`src/rtl/delta_sigma_decimator.sv`:
```
// Pulse-density to 8-bit decimator: boxcar integrate-and-dump over 2^DECIM_LOG2 clocks.
// Define DECIMATOR_SINC2_EN to replace the boxcar with a 2nd-order CIC (sinc2) filter.
module delta_sigma_decimator #(
  parameter int DECIM_LOG2 = 8
) (
  input  logic                  clk,
  input  logic                  rst_n,
  input  logic                  enable,
  input  logic                  bit_in,
  output logic [7:0]            data_out,
  output logic                  data_valid,
  output logic                  clipped,
  output logic [DECIM_LOG2-1:0] window_pos
);

  localparam int N = DECIM_LOG2;

  logic [N-1:0] pos_q, pos_d;
  logic [7:0]   dout_q, dout_d;
  logic         valid_q, valid_d;
  logic         clip_q, clip_d;
  logic         win_end;
  logic         emit;
  logic [8:0]   scaled;

  assign win_end = enable && (pos_q == '1);

`ifdef DECIMATOR_SINC2_EN
  localparam int W = 2 * N + 1;

  logic [W-1:0] i1_q, i1_d, i2_q, i2_d;
  logic [W-1:0] i2z_q, i2z_d, c1z_q, c1z_d;
  logic [W-1:0] i1_n, i2_n, c1, y;
  logic [1:0]   fill_q, fill_d;

  // Integrators run continuously (modular); combs only advance at window end.
  always_comb begin
    i1_n   = i1_q + W'(bit_in);
    i2_n   = i2_q + i1_n;
    c1     = i2_n - i2z_q;
    y      = c1 - c1z_q;
    scaled = 9'(y >> (2 * N - 8));
    emit   = win_end && (fill_q == 2'd2);
    i1_d   = '0;
    i2_d   = '0;
    i2z_d  = '0;
    c1z_d  = '0;
    fill_d = 2'd0;
    if (enable) begin
      i1_d   = i1_n;
      i2_d   = i2_n;
      i2z_d  = i2z_q;
      c1z_d  = c1z_q;
      fill_d = fill_q;
      if (win_end) begin
        i2z_d = i2_n;
        c1z_d = c1;
        if (fill_q != 2'd2) fill_d = fill_q + 2'd1;
      end
    end
  end

  always_ff @(posedge clk or negedge rst_n) begin
    if (!rst_n) begin
      i1_q   <= '0;
      i2_q   <= '0;
      i2z_q  <= '0;
      c1z_q  <= '0;
      fill_q <= 2'd0;
    end else begin
      i1_q   <= i1_d;
      i2_q   <= i2_d;
      i2z_q  <= i2z_d;
      c1z_q  <= c1z_d;
      fill_q <= fill_d;
    end
  end
`else
  logic [N:0] cnt_q, cnt_d, total;

  // The last sample of the window is folded in on the dump edge itself.
  always_comb begin
    total  = cnt_q + {{N{1'b0}}, bit_in};
    scaled = 9'(total >> (N - 8));
    emit   = win_end;
    cnt_d  = '0;
    if (enable && !win_end) cnt_d = total;
  end

  always_ff @(posedge clk or negedge rst_n) begin
    if (!rst_n) cnt_q <= '0;
    else        cnt_q <= cnt_d;
  end
`endif

  always_comb begin
    pos_d   = enable ? pos_q + N'(1) : '0;
    valid_d = emit;
    dout_d  = dout_q;
    clip_d  = clip_q;
    if (emit) begin
      dout_d = scaled[8] ? 8'hFF : scaled[7:0];
      clip_d = scaled[8];
    end
  end

  always_ff @(posedge clk or negedge rst_n) begin
    if (!rst_n) begin
      pos_q   <= '0;
      dout_q  <= 8'h00;
      valid_q <= 1'b0;
      clip_q  <= 1'b0;
    end else begin
      pos_q   <= pos_d;
      dout_q  <= dout_d;
      valid_q <= valid_d;
      clip_q  <= clip_d;
    end
  end

  assign data_out   = dout_q;
  assign data_valid = valid_q;
  assign clipped    = clip_q;
  assign window_pos = pos_q;

endmodule
```
`config.mk`:
```
export PLATFORM = sky130hd
export DESIGN_NAME = delta_sigma_decimator
export DESIGN_NICKNAME = d
export VERILOG_FILES = /design/src/rtl/delta_sigma_decimator.sv
export SDC_FILE = /design/constraint.sdc
export NUM_CORES = 1
export LEC_CHECK = 0
export CORE_ASPECT_RATIO = 1.2
export CORE_MARGIN = 2
export CORE_UTILIZATION = 25
export DETAILED_ROUTE_END_ITERATION = 8
export PLACE_DENSITY = 0.47
export SYNTH_ARGS = -nofsm -noshare
export SYNTH_HDL_FRONTEND = slang
export SYNTH_SLANG_ARGS = --single-unit
```
`constraint.sdc`:
```
create_clock -name clk -period 1.9 [get_ports clk]
set_input_delay 0.19 -clock clk [delete_from_list [all_inputs] [get_ports clk]]
set_output_delay 0.19 -clock clk [all_outputs]
set_load 0.03 [all_outputs]
```
==> results of run 1 <==
## cell usage after synthesis, types with 3 or more instances
master   instances
inv_1            3
dfrtp_1         27
nor2_1          26
and3_1           4
ha_1             3
a21oi_1         10
xor2_1           5
xnor2_1          5
nand3_1          6
## metrics by stage
stage	area, um^2	instances
CTS	1500	193
floorplan	1110	104
global placement	1460	189
global route	1500	193
detailed placement	1460	189
finish	1500	193
## sequential cells by signal, indices dropped and copies added (netlist names)
signal,count
data_out,8
clipped,1
window_pos,8
data_valid,1
cnt_q,9
## cells in the final DEF, fill, tap and decap left out, drive strengths merged
master,n
xor2,5
clkdlybuf4s50,21
and3,4
dfrtp,27
or3,2
ha,3
nand3,6
buf,9
a21oi,10
inv,3
xnor2,5
clkinv,1
o21ai,3
nand2,2
o21a,1
nor2,26
and2,1
nor3b,1
nand4,2
nor3,2
clkbuf,3
## kinds of logic after synthesis
group           count (synthesis)
fa+ha+maj                       3
compound gates                 14
buf+inv                         4
simple gates                   46
flops                          27
xor+xnor                       10
## per-layer routing
| metal | up-vias | global-route usage (%) | routed length [um] |
|---|---|---|---|
| met4 | 0 | 2.55 | 7 |
| met5 | - | 0 | 0 |
| met3 | 2 | 2.49 | 92 |
| li1 | 411 | - | - |
| met2 | 22 | 15.8 | 1090 |
| met1 | 403 | 13.4 | 1060 |
## report_power, final
| group | leakage (uW) | switching [uW] | internal (uW) |
|---|---|---|---|
| Clock | 0.0000255 | 175 | 147 |
| Combinational | 0.000285 | 71.0 | 49.8 |
| Sequential | 0.000363 | 14.2 | 594 |
## final cells by class
type	instances	share of cell area (%)
clock buffers	3	2.75
inverters	3	0.749
multi-input cells	73	28.1
well taps	56	4.66
clock inverters	1	0.333
repair buffers	30	18.5
flip-flops and latches	27	44.9
## final timing paths
check	start	cells after the start	end
max	window_pos[2]	1	window_pos[2]
min	rst_n	2	data_out[7]
max reg2reg	cnt_q[0]	8	data_out[6]
min reg2reg	clipped	2	clipped
max in group asynchronous	rst_n	2	cnt_q[5]
min in group clk	clipped	2	clipped
==> results.toml, run 1 <==
[timing]
worst_pin_slew_ns = 0.334
setup_viol = 0
setup_ws_ns = 0.254
rsz0062_at_grt = "no"
slew_headroom_pct = 77.8
fin_skew_ns = 0.00590
setup_tns_ns = 0
finalMaxSlewViolations = 0
post-route-min-period_ns = 1.65
final_hold_viol_count = 0
fmax_ghz = 0.608
finalCritPeriodShare_pct = 86.6
holdWs_ns = 0.286

[clock_tree]
cts_max_level = 1
clk_latency_ns = 0.27
ctsRootBufferMaster = "clkbuf_8"
cts_resized = 0
cts-buffers-inserted = 3
post-cts-setup-buffer-count = 0
clk_pin_slew_ns = 0.09
cts_sinks = 27
cts_max_path_buffers = 2
cts_tree = "built"
holdBufCountCts = 0

[critical_path]
reg2reg_setup_slack_ns = 0.30
cp_cell_sequence = "clkdlybuf4s50_1"
slowest_stage = "clkdlybuf4s50_1"
cp_max_fo = 6
critPathBufInv = 1
cp_data_arrival_time_ns = 1.46
end_kind = "output pin"
critPathLaunchType = "flop"
crit_required_ns = 1.71
cpPeakStageDelay_ns = 0.72
critPathTopFamily = "buffers and inverters"
path_class = "reg2out"

[global_route]
grt_pass1_vias = 836
grt_overflow = 0
antenna_found_initial = 0
grt_use_total_pct = 9.93
grt_pass1_wl_mm = 3.94
grt_max_degree = 28

[finish]
seq_area_um2 = 676
fin_util_pct = 35.3
drive_above_1_share_pct = 10.9
synthToLayoutAreaGrowth_pct = 34.9
nNetsFinal = 145
diodes = 0
nFillCells = 437
multi_input_area_um2 = 423

[yosys]
ys_top_cells_by_area = "dfrtp_1 61%, nor2_1 8.8%, a21oi_1 4.5%"
synth_nets = 111
synth_compound_area_share_pct = 6.51
synth_mux_area_share_pct = 0
synth_top_flop_cell = "dfrtp_1"
synthesis.instances = 104
synth_top_area_share_pct = 60.6
avgSynthCellArea_um2 = 10.7
post-synth-top-area-cell = "dfrtp_1"
synth-xor-area-share_pct = 7.86
yosys.area_share.simple_pct = 20.2
synth_area_um2 = 1110
ys_seq_area_share_pct = 60.6
synth_cell_types = 20
synth_fa_ha_area_share_pct = 3.37
synth_edf_count = 0
synth_top_family_by_area = "simple AND/OR/NAND/NOR gates"
ys_ff_latch = 27
async_flop_share_pct = 100
synth_warnings = 0

[placed_design]
hpwl_mm = 1.70
io_buffers = 21
gp_congestion = 0.701
pre_cts_slack_ns = 0.00139

[floorplanning]
die-height_um = 77.2
rows = 26
core_um2 = 4260
die_area_um2 = 5010
die_width_um = 65.0
initial_core_util_pct = 26.2
io_pins = 22

[drt]
dr.pass1.iters = 4
routed_wirelength_mm = 2.25
antenna_left = 0
routedWlPerCell_um = 11.7
drc = 0
drt_iter0_drc = 38
vias = 838
vias_per_cell = 4.34

[hold_path]
worst_hold_path_type = "in2async"

[pwr]
p_leak_uw = 0.000673
power_uw = 1050
pwr_density_cell_nw_per_um2 = 698
irDropWorstVdd_mv = 0.284

[flow_run]
cap_violations = 0

[status]
status = "completed"
No activity file was read; power rests on OpenSTA's default activity.
==> run 2: changes to the inputs <==
--- a/config.mk
+++ b/config.mk
@@ -5,6 +5,7 @@
 export SDC_FILE = /design/constraint.sdc
 export NUM_CORES = 1
 export LEC_CHECK = 0
+export ABC_CLOCK_PERIOD_IN_PS = 1900
 export CORE_ASPECT_RATIO = 1.2
 export CORE_MARGIN = 2
 export CORE_UTILIZATION = 25
==> results of run 2 <==
No change in the layout: final DEF, timing and power equal those of run 1.
==> run 3: changes to the inputs <==
--- a/config.mk
+++ b/config.mk
@@ -5,7 +5,7 @@
 export SDC_FILE = /design/constraint.sdc
 export NUM_CORES = 1
 export LEC_CHECK = 0
-export ABC_CLOCK_PERIOD_IN_PS = 1900
+export ABC_CLOCK_PERIOD_IN_PS = 1800
 export CORE_ASPECT_RATIO = 1.2
 export CORE_MARGIN = 2
 export CORE_UTILIZATION = 25
@@ -14,3 +14,4 @@
 export SYNTH_ARGS = -nofsm -noshare
 export SYNTH_HDL_FRONTEND = slang
 export SYNTH_SLANG_ARGS = --single-unit
+export TNS_END_PERCENT = 1
==> constraint.sdc (replaced) <==
create_clock -name clk -period 1.8 [get_ports clk]
set_input_delay 0.18 -clock clk [delete_from_list [all_inputs] [get_ports clk]]
set_output_delay 0.18 -clock clk [all_outputs]
set_load 0.03 [all_outputs]
==> results.toml, run 3 (same netlist as run 1, synthesis figures left out) <==
[hold_path]
worst_hold_path_type = "in2async"

[finish]
diodes = 0
final_cell_mix = "27 x dfrtp_1, 26 x nor2_1, 21 x clkdlybuf4s50_1, 10 x a21oi_1, 10 x buf_4"
largest_reg_flops = 9
layout_commonest_cell = "dfrtp_1"
drive_above_1_share_pct = 10.9
top_register = "cnt_q"
synthToLayoutAreaGrowth_pct = 35.5
nNetsFinal = 146
fin_util_pct = 35.4
nFillCells = 445
final_cell_area_um2 = 1510

[global_route]
grt_pass1_wl_mm = 3.97
grt_max_degree = 28
antenna_found_initial = 0
grt_use_total_pct = 9.92
grt_overflow = 0
grt_pass1_vias = 858

[critical_path]
cp_max_fo = 6
end_kind = "output pin"
cp_cell_sequence = "clkdlybuf4s50_1"
slowest_stage = "clkdlybuf4s50_1"
r2r_end = "data_out[3]"
path_class = "reg2out"
critPathLaunchType = "flop"
crit_required_ns = 1.62
critPathBufInv = 1
reg2reg_setup_slack_ns = 0.20
cpPeakStageDelay_ns = 0.71
critPathTopFamily = "buffers and inverters"
reg2reg_from = "cnt_q[0]"
cp_data_arrival_time_ns = 1.44
rr_worst_depth = 8

[timing]
finalCritPeriodShare_pct = 89.9
setup_tns_ns = 0
worst_pin_slew_ns = 0.343
setup_viol = 0
fmax_ghz = 0.618
slew_headroom_pct = 77.1
final_hold_viol_count = 0
fin_skew_ns = 0.00626
post-route-min-period_ns = 1.62
rsz0062_at_grt = "no"
finalMaxSlewViolations = 0

[drt]
m1WireLength_mm = 1.13
routed_wirelength_mm = 2.32
met3WireLength_um = 78
drt_iter0_drc = 32
routedWlPerCell_um = 11.9
met2WireLength_mm = 1.10
vias_per_cell = 4.32
vias = 839
drc = 0
antenna_left = 0
dr.pass1.iters = 4
maxUsedRoutingLayer = "met4"

[floorplanning]
rows = 26
initial_core_util_pct = 26.2
die_width_um = 65.0
die_area_um2 = 5010
io_pins = 22
core_um2 = 4260
die-height_um = 77.2

[placed_design]
io_buffers = 21
hpwl_mm = 1.71
gp_congestion = 0.695
dpl-instance-area_um2 = 1470

[clock_tree]
cts_max_level = 1
ctsRootBufferMaster = "clkbuf_8"
holdBufCountCts = 0
cts_sinks = 27
clk_pin_slew_ns = 0.09
clk_latency_ns = 0.27
cts-buffers-inserted = 3
cts_max_path_buffers = 2
cts_resized = 0
cts_tree = "built"
post-cts-setup-buffer-count = 0

[pwr]
p_leak_uw = 0.000676
irDropWorstVdd_mv = 0.225
pwr_density_cell_nw_per_um2 = 731

[flow_run]
cap_violations = 0

[status]
status = "completed"
## run 3: cell count changes in the layout (fill, tap and decap cells not counted), sizes merged
cell and change:
buf +1, clkbuf +1, clkinv -1
## run 3: worst max path at each step
stage | from | to | slack [ns] | depth (start not counted)
6_report | window_pos[2] | window_pos[2] | 0.18 | 1
5_1_grt | window_pos[0] | data_out[0] | 0.06 | 6
4_1_cts | window_pos[2] | window_pos[2] | 0.16 | 1
3_5_place_dp | bit_in | data_out[0] | -0.09 | 8
3_3_place_gp | bit_in | data_out[2] | -0.07 | 8
2_1_floorplan | window_pos[0] | data_out[0] | 0.19 | 5
## run 3: stage by stage
stage / setup WS (ns) / total power [uW] / cells / hold WS [ns]
finish: 0.182 / 1100 / 194 / 0.287
global route: 0.0557 / 1170 / 194 / 0.311
CTS: 0.163 / 1120 / 194 / 0.295
detailed placement: -0.0937 / 784 / 190 / 0.480
global placement: -0.0660 / 781 / 190 / 0.467
floorplan: 0.191 / 715 / 104 / -0.116
## run 3: power by group
| group | leakage, uW | switching [uW] | internal [uW] |
|---|---|---|---|
| Combinational | 0.000290 | 76.8 | 52.6 |
| Clock | 0.0000228 | 175 | 158 |
| Sequential | 0.000363 | 14.2 | 626 |
| Total | 0.000676 | 266 | 837 |
## run 3: area by class of cell
class / instances / area [um^2] / area share, %
Inverter: 3 / 11.3 / 0.746
Tap cell: 56 / 70.1 / 4.64
Clock buffer: 4 / 45.0 / 2.98
Timing Repair Buffer: 31 / 285 / 18.9
Sequential cell: 27 / 676 / 44.7
Multi-Input combinational cell: 73 / 423 / 28.0
## run 3: routing by layer
metal,track usage (%),vias to the layer above
met5,0,-
met4,2.55,0
met3,1.76,2
met2,16.3,22
met1,13.4,401
li1,-,414
